<file path="src/rtl/fetch_pkg.sv">
// Shared types and constants for the instruction-fetch stage.
package fetch_pkg;
    localparam int XLEN = 32;
    localparam logic [XLEN-1:0] NOP_INSTR = 32'h0000_0013;

    typedef enum logic [1:0] {
        IDLE,
        REQ,
        WAIT,
        HOLD
    } fetch_state_t;
endpackage

</file>
<file path="src/rtl/fetch_skid_buf.sv">
// One-entry holding register for a fetched instruction that decode could not take.
module fetch_skid_buf
    import fetch_pkg::*;
(
    input  logic            clk,
    input  logic            rst_n,
    input  logic            load,
    input  logic            clear,
    input  logic [XLEN-1:0] load_instr,
    input  logic [XLEN-1:0] load_pc,
    input  logic [XLEN-1:0] load_pcplus4,
    output logic            valid,
    output logic [XLEN-1:0] instr,
    output logic [XLEN-1:0] pc,
    output logic [XLEN-1:0] pcplus4
);

    always_ff @(posedge clk or negedge rst_n) begin
        if (!rst_n) begin
            valid   <= 1'b0;
            instr   <= NOP_INSTR;
            pc      <= '0;
            pcplus4 <= '0;
        end else if (clear) begin
            valid <= 1'b0;
        end else if (load) begin
            valid   <= 1'b1;
            instr   <= load_instr;
            pc      <= load_pc;
            pcplus4 <= load_pcplus4;
        end
    end

endmodule

</file>
<file path="src/rtl/fetch_ctrl.sv">
// Fetch-stage sequencer: next-PC selection, single-outstanding imem handshake,
// and the fetch-to-decode register backed by a one-entry skid buffer.
module fetch_ctrl
    import fetch_pkg::*;
#(
    parameter logic [XLEN-1:0] RESET_PC  = 32'h0000_0000,
    parameter logic [XLEN-1:0] NOP_INSTR = fetch_pkg::NOP_INSTR
) (
    input  logic            clk,
    input  logic            rst_n,
    input  logic            stall_d_i,
    input  logic            redirect_e_i,
    input  logic [XLEN-1:0] redirect_pc_e_i,
    input  logic            pred_taken_i,
    input  logic [XLEN-1:0] pred_target_i,
    output logic            imem_req_o,
    output logic [XLEN-1:0] imem_addr_o,
    input  logic            imem_gnt_i,
    input  logic            imem_rvalid_i,
    input  logic [XLEN-1:0] imem_rdata_i,
    output logic [XLEN-1:0] instr_d_o,
    output logic [XLEN-1:0] pc_d_o,
    output logic [XLEN-1:0] pcplus4_d_o,
    output logic            valid_d_o,
    output logic            flush_d_o
);

    localparam logic [XLEN-1:0] ALIGN_MASK = ~(XLEN'(3));

    fetch_state_t    state_q, state_next;
    logic [XLEN-1:0] pc_q, pc_next;
    logic [XLEN-1:0] fpc_q, fpc_next;
    logic            kill_q, kill_next;

    logic [XLEN-1:0] redirect_pc, pred_pc, seq_pc, fpc_plus4;
    logic            slot_free, mem_load, skid_load, skid_clear, skid_move;
    logic            skid_valid;
    logic [XLEN-1:0] skid_instr, skid_pc, skid_pcplus4;

    assign redirect_pc = redirect_pc_e_i & ALIGN_MASK;
    assign pred_pc     = pred_target_i & ALIGN_MASK;
    assign seq_pc      = pc_q + XLEN'(4);
    assign fpc_plus4   = fpc_q + XLEN'(4);
    assign slot_free   = !valid_d_o || !stall_d_i;
    assign imem_addr_o = pc_q;
    assign flush_d_o   = redirect_e_i;

    always_ff @(posedge clk or negedge rst_n) begin
        if (!rst_n) begin
            state_q <= IDLE;
            pc_q    <= RESET_PC & ALIGN_MASK;
            fpc_q   <= '0;
            kill_q  <= 1'b0;
        end else begin
            state_q <= state_next;
            pc_q    <= pc_next;
            fpc_q   <= fpc_next;
            kill_q  <= kill_next;
        end
    end

    always_comb begin
        state_next = state_q;
        pc_next    = pc_q;
        fpc_next   = fpc_q;
        kill_next  = kill_q;
        imem_req_o = 1'b0;
        mem_load   = 1'b0;
        skid_load  = 1'b0;
        skid_clear = 1'b0;
        skid_move  = 1'b0;
        case (state_q)
            IDLE: state_next = REQ;
            REQ: begin
                imem_req_o = 1'b1;
                if (imem_gnt_i) begin
                    fpc_next   = pc_q;
                    state_next = WAIT;
                    if (redirect_e_i) begin
                        kill_next = 1'b1;
                        pc_next   = redirect_pc;
                    end else begin
                        pc_next = pred_taken_i ? pred_pc : seq_pc;
                    end
                end else if (redirect_e_i) begin
                    pc_next = redirect_pc;
                end
            end
            WAIT: begin
                if (redirect_e_i) begin
                    pc_next = redirect_pc;
                    // A response landing with the redirect is consumed here, so nothing is left to kill.
                    if (imem_rvalid_i) begin
                        kill_next  = 1'b0;
                        state_next = REQ;
                    end else begin
                        kill_next = 1'b1;
                    end
                end else if (imem_rvalid_i) begin
                    state_next = REQ;
                    if (kill_q) begin
                        kill_next = 1'b0;
                    end else if (slot_free) begin
                        mem_load = 1'b1;
                    end else begin
                        skid_load  = 1'b1;
                        state_next = HOLD;
                    end
                end
            end
            HOLD: begin
                if (redirect_e_i) begin
                    skid_clear = 1'b1;
                    pc_next    = redirect_pc;
                    state_next = REQ;
                end else if (!stall_d_i) begin
                    skid_move  = skid_valid;
                    skid_clear = 1'b1;
                    state_next = REQ;
                end
            end
            default: state_next = IDLE;
        endcase
    end

    fetch_skid_buf u_skid (
        .clk          (clk),
        .rst_n        (rst_n),
        .load         (skid_load),
        .clear        (skid_clear),
        .load_instr   (imem_rdata_i),
        .load_pc      (fpc_q),
        .load_pcplus4 (fpc_plus4),
        .valid        (skid_valid),
        .instr        (skid_instr),
        .pc           (skid_pc),
        .pcplus4      (skid_pcplus4)
    );

    // Redirect beats everything, then a stalled valid slot holds, then new data, then bubble.
    always_ff @(posedge clk or negedge rst_n) begin
        if (!rst_n) begin
            valid_d_o   <= 1'b0;
            instr_d_o   <= NOP_INSTR;
            pc_d_o      <= '0;
            pcplus4_d_o <= '0;
        end else if (redirect_e_i) begin
            valid_d_o <= 1'b0;
            instr_d_o <= NOP_INSTR;
        end else if (!(stall_d_i && valid_d_o)) begin
            if (mem_load) begin
                valid_d_o   <= 1'b1;
                instr_d_o   <= imem_rdata_i;
                pc_d_o      <= fpc_q;
                pcplus4_d_o <= fpc_plus4;
            end else if (skid_move) begin
                valid_d_o   <= 1'b1;
                instr_d_o   <= skid_instr;
                pc_d_o      <= skid_pc;
                pcplus4_d_o <= skid_pcplus4;
            end else if (!stall_d_i) begin
                valid_d_o <= 1'b0;
                instr_d_o <= NOP_INSTR;
            end
        end
    end

endmodule

</file>
<file path="config.mk">
export PLATFORM = sky130hd
export DESIGN_NAME = fetch_ctrl
export DESIGN_NICKNAME = d
export VERILOG_FILES = /design/src/rtl/fetch_pkg.sv /design/src/rtl/fetch_skid_buf.sv /design/src/rtl/fetch_ctrl.sv
export SDC_FILE = /design/constraint.sdc
export NUM_CORES = 1
export LEC_CHECK = 0
export CELL_PAD_IN_SITES_DETAIL_PLACEMENT = 2
export CELL_PAD_IN_SITES_GLOBAL_PLACEMENT = 2
export CORE_MARGIN = 3
export CORE_UTILIZATION = 36
export DETAILED_ROUTE_END_ITERATION = 6
export MAX_ROUTING_LAYER = met4
export PLACE_DENSITY = 0.82
export SLEW_MARGIN = 20
export SYNTH_ARGS = -nofsm -noshare
export SYNTH_HDL_FRONTEND = slang
export SYNTH_HIERARCHICAL = 1
export SYNTH_SLANG_ARGS = --single-unit
</file>
<file path="constraint.sdc">
create_clock -name clk -period 3.6 [get_ports clk]
set_input_delay 0.72 -clock clk [delete_from_list [all_inputs] [get_ports clk]]
set_output_delay 0.72 -clock clk [all_outputs]
set_load 0.03 [all_outputs]
</file>
After elaboration in Yosys (flattened, before gate mapping). Cells that the tools add are included.

$add $sub $neg: 2. Multiply operators: 0. Divide/modulo/power cells: 0. Magnitude comparators: 0. Equal/unequal tests: 10. Shift-type cells: 0. Multiplexer cells: 53. Bitwise gates (word level): 3. Reduce and logical (&&, ||, !) cells: 16.

Operators by type and width (number): 2-to-1 mux 32 bit (13); adder 32 x 3 -> 32 bit, second input constant (2); one-hot mux 32 bit (2 select lines) (1); 2-to-1 mux 1 bit (29); 2-to-1 mux 2 bit (8); != test 2 bit, second input constant (4); one-hot mux 2 bit (4 select lines) (1); nonzero test 2 bit (4); != test 3 bit, second input constant (2); AND reduction 2 bit (3); AND reduction 3 bit (2); equality test 2 bit, second input constant (2); != test 4 x 1 -> 1 bit, second input constant (1); AND reduction 4 bit (1); NOT 1 bit (3); equality test 2 x 1 -> 1 bit, second input constant (1); zero test 1 bit (2); zero test 2 bit (1); one-hot mux 1 bit (2 select lines) (1); OR reduction 2 bit (1); logical AND 1 bit (1); logical OR 1 bit (1).

Register bits after elaboration: 261. Latch bits: 0. Memory bits (writable): 0. Bits in read-only memories: 0. Input bits: 103. Output and inout port bits: 131. Memories kept: 0.

Logic depth before layout (Yosys ltp).
Word-level depth: 10. Mapped depth: 10.

Cells and area by module. Netlist, hierarchy kept.

By module, submodules not included: fetch_ctrl (instances 1, cells an instance 1004, area an instance 8987.4 um^2, seq. area each 4107.7 um^2); fetch_skid_buf (instances 1, cells an instance 207, area an instance 3814.9 um^2, seq. area each 2431.1 um^2).

Least setup slack after synthesis. Ideal clock, no wire load.

Path kind: input to register. From: input stall_d_i. To: register u_skid.instr[10]. Library setup time: 0.125 ns. Data arrival time: 2.411 ns. Data required time: 3.475 ns. Path slack: 1.064 ns. Cell stages on the path: 10. Path through: clkbuf_1 > nor2b_1 > nand2_1 > nor3b_1 > and2_1 > nor2b_4 > buf_6 > buf_8 > buf_12 > mux2_4.

Word-level cells in the longest chain between the ends: 8.

RTL lines: start, declared (line fetch_ctrl.sv:11) `input logic stall_d_i,`; zero test 1 bit; logical OR 1 bit (line fetch_ctrl.sv:44) `assign slot_free = !valid_d_o || !stall_d_i;`; 2-to-1 mux 1 bit (line fetch_ctrl.sv:103) `end else if (slot_free) begin`; 2-to-1 mux 1 bit (line fetch_ctrl.sv:101) `if (kill_q) begin`; 2-to-1 mux 1 bit (line fetch_ctrl.sv:99) `end else if (imem_rvalid_i) begin`; 2-to-1 mux 1 bit (line fetch_ctrl.sv:90) `if (redirect_e_i) begin`; 2-to-1 mux 1 bit (line fetch_ctrl.sv:72) `case (state_q)`; named net skid_load (line fetch_ctrl.sv:36) `logic slot_free, mem_load, skid_load, skid_clear, skid_move;`; AND reduction 2 bit (no line); end signal, assigned (line fetch_skid_buf.sv:28) `instr <= load_instr;`; end, declared (line fetch_skid_buf.sv:13) `output logic [XLEN-1:0] instr,`.

The timed path passes the listed nets, and every way through them passes these cells. A chain may end at the register's enable or synchronous reset.

Final worst setup path.
From: register state_q[1]. To: output imem_req_o.

Word-level cells in the longest chain between the ends: 2.

RTL lines: start, declared (line fetch_ctrl.sv:30) `fetch_state_t state_q, state_next;`; start signal, assigned (line fetch_ctrl.sv:55) `state_q <= state_next;`; equality test 2 x 1 -> 1 bit (line fetch_ctrl.sv:72); 2-to-1 mux 1 bit (line fetch_ctrl.sv:72); end, declared (line fetch_ctrl.sv:16) `output logic imem_req_o,`.

Every way passes these cells.

==> out/qor.csv <==
stage,metric,value,unit
min_path,hold_class,in2async,
drt,drtIter0Drc,477,
sta,rsz0062_at_grt,no,
logic_synthesis,seq_area_frac_synth,51.1,%
logic_synthesis,syn_area,12800,µm²
clock_tree,cts_hold_buffers,0,
final_layout,syn_to_final_growth,29.8,%
floorplanning,io_pins,234,
power,seqPwrFrac,38.0,%
clock_tree,cts_resized,0,
global_route,grtUsageTotal,24.2,%
clock_tree,path_clk_slew,0.06,ns
logic_synthesis,synth_mux_area_share,12.6,%
logic_synthesis,synthDistinctLibCells,78,
logic_synthesis,synth_top_area_share,49.8,%
setup_path,cp_cell_sequence,inv_1 -> ha_1 -> clkdlybuf4s50_1,
global_route,antenna_found_initial,0,
logic_synthesis,synth_compound_area_share,12.9,%
placement,gp_congestion,0.829,
logic_synthesis,syn_avg_cell_area,10.6,µm²
final_layout,stdcell_area,16600,µm²
floorplanning,chipHeight,195,µm
logic_synthesis,syn_inst,1211,
placement,dp_hpwl,31.4,mm
setup_path,crit_family,buffers and inverters,
sta,clock_skew,0.00694,ns
floorplanning,rows,68,
placement,placed_cells,1837,
setup_path,worst_path_max_delay_cell,clkdlybuf4s50_1,
power,switching_power,5.10,mW
status,status,finished clean,
floorplanning,dieArea,37900,µm²
sta,setup-tns-final,0,ns
sta,period_share,78.7,%
drt,drc,0,
final_layout,insertedDiodeCount,0,
clock_tree,cts_buffers,30,
logic_synthesis,yosys.area.top_type,dfrtp_1,
sta,final_hold_viol_count,0,
logic_synthesis,async_flop_share,100,%
power,p_clk_share,25.3,%
sta,period_needed,2.83,ns
floorplanning,core_area,34800,µm²
setup_path,max_stage_delay,0.74,ns
sta,setup_ws,0.766,ns
logic_synthesis,synth_top_family_by_area,simple AND/OR/NAND/NOR gates,
final_layout,post-route-util,47.8,%
drt,avgRoutedWirePerCell,24.2,µm
setup_path,path_buf_inv,2,
setup_path,startpoint,state_q[1],
setup_path,arrival,2.11,ns
power,power_frac_comb,36.8,%
setup_path,critical_path_required,2.88,ns
floorplanning,dieWidth,195,µm
floorplanning,start_util,36.8,%
power,intPower,7.62,mW
setup_path,crit_fanout,6,
global_route,grt_remaining_overflow,0,
logic_synthesis,synthXorXnorAreaFrac,2.60,%
drt,via_count,10700,
global_route,grt_pass1_wl,71.4,mm
drt,via_per_inst,5.66,
clock_tree,clk_path_buf_depth,3,
drt,dr.pass1.iters,5,
placement,dpl_worst_slack,0.335,ns
logic_synthesis,synth.area.top_cells,"dfrtp_1 (50%), mux2_2 (7.7%), nand2_1 (4.8%), mux2_4 (4.7%), nor2_1 (3.1%)",
clock_tree,numClockSinks,261,
clock_tree,postCtsSetupBuffers,0,
final_layout,final_common_cell,dfrtp_1,
logic_synthesis,synth_edf_count,0,
setup_path,end_kind,output port,
power,ir_worst_vdd,395,µV
sta,maxSlewHeadroom,50.8,%
drt,wl,45.8,mm
setup_path,start_kind,flop,
placement,place_area,15600,µm²
clock_tree,tritoncts,built,
setup_path,crit_type,reg2out,
sta,slew_viol_final,0,
power,leakagePower,7.23,nW
logic_synthesis,syn_nets,1321,
drt,ant_nets,0,
clock_tree,cts.root.buffer_cell,clkbuf_16,
global_route,grt_max_degree,79,
logic_synthesis,yosys.area_share.adder,0.684,%
sta,setup_violations,0,
final_layout,final_layout_size_suffix_gt1_share,16.2,%
clock_tree,clkLatencyLatePin,0.55,ns
logic_synthesis,synth-seq-cells,261,
final_layout,finish.net_count,1524,
final_layout,final_cell_mix,"dfrtp_1 (255), clkdlybuf4s50_1 (227), nand2_1 (163)",
setup_path,r2r-start,state_q[0],
sta,fmax,353,MHz
clock_tree,h-tree-depth,1,
placement,numPortBuffers,229,
logic_synthesis,synthSimpleGateAreaFrac,16.1,%
logic_synthesis,yosys_warnings,6,
power,netSwitchingFraction,40.1,%
global_route,grt_pass1_vias,11900,
logic_synthesis,ys.flop_type,dfrtp_1,
run,cap_viol_max_count,0,
sta,worstMarginPinSlew,0.738,ns
final_layout,layout.cells.non_filler,1892,
power,power_density,765,nW/µm²
[synth_stat cells, types with 7 or more instances]
library cell    n
a31oi_1        46
mux2_4         40
nand4_1        15
buf_2          31
inv_1          13
nand2_1       163
nand3_1        50
xnor2_1        13
ha_1            7
and3_1         15
xor2_1         25
mux2_2         87
clkbuf_1       41
and4_1          8
buf_1           8
nor3_1         45
o22ai_1        11
a221oi_1       32
nor2_1        105
nor2b_1         7
dfrtp_1       255
o21a_1         23
a21oi_1        23
o21ai_0        32
a22oi_1         8
[registers in the layout, summed over array words and instances, names as in the netlist, 32 cells and up]
| signal | cells |
|---|---|
| fpc_q | 32 |
| imem_addr_o | 32 |
| instr_d_o | 32 |
| pc_d_o | 32 |
| pcplus4_d_o | 32 |
| u_skid/instr | 32 |
| u_skid/pc | 32 |
| u_skid/pcplus4 | 32 |
[worst reg2reg max path, cell delays in order (launching register included)]
cell	delay, ns
dfrtp_1	0.43
inv_1	0.11
ha_1	0.44
nor3b_1	0.34
and2_1	0.20
nor2b_4	0.24
buf_12	0.38
mux2_2	0.46
[final timing paths]
path | depth (start not counted) | end | slack [ns]
worst max-delay path | 3 | imem_req_o | 0.77
max in group asynchronous | 2 | u_skid/instr[0] | 2.58
worst min register to register | 1 | u_skid/pcplus4[12] | 0.51
worst max register to register | 7 | u_skid/pc[11] | 0.87
worst min-delay path | 1 | pcplus4_d_o[21] | 0.12
min in group clk | 1 | u_skid/pcplus4[12] | 0.51
[power by group through the flow]
stage | combinational [mW] | sequential, mW | clock [mW]
after floorplan | 1.78 | 5.34 | 0
after global placement | 4.51 | 4.81 | 0
after detailed placement | 4.66 | 4.86 | 0
after CTS | 4.72 | 4.82 | 3.30
after global routing | 5.00 | 4.95 | 3.43
final | 4.68 | 4.83 | 3.21
[routing by layer]
layer  part of all wire, %  GRT usage, %  wire, µm
met5                     0             -         0
met1                    45          32.0     20400
met4                   2.2          5.72      1020
met2                    49          40.3     22500
met3                   4.1          2.70      1880
[logic make-up after synthesis]
kind of cell	after synthesis
compound gates	232
xor+xnor	38
fa+ha+maj	7
buf+inv	103
flops	261
mux	130
simple gates	440
[through the flow]
stage | power (mW) | hold WS, ns
after detailed placement | 9.51 | 0.497
final | 12.7 | 0.125
after global placement | 9.32 | 0.489
after floorplan | 7.12 | 0.424
after global routing | 13.4 | 0.153
after CTS | 12.8 | 0.130
[layout make-up]
type	count	area (µm²)
Inverter	13	48.8
Clock inverter	8	140
Sequential cell	261	6540
Clock buffer	47	906
Fill cell	3544	18200
Timing Repair Buffer	261	2660
Tap cell	455	569
Multi-Input combinational cell	847	5760
No activity file was read; power rests on OpenSTA's default activity.
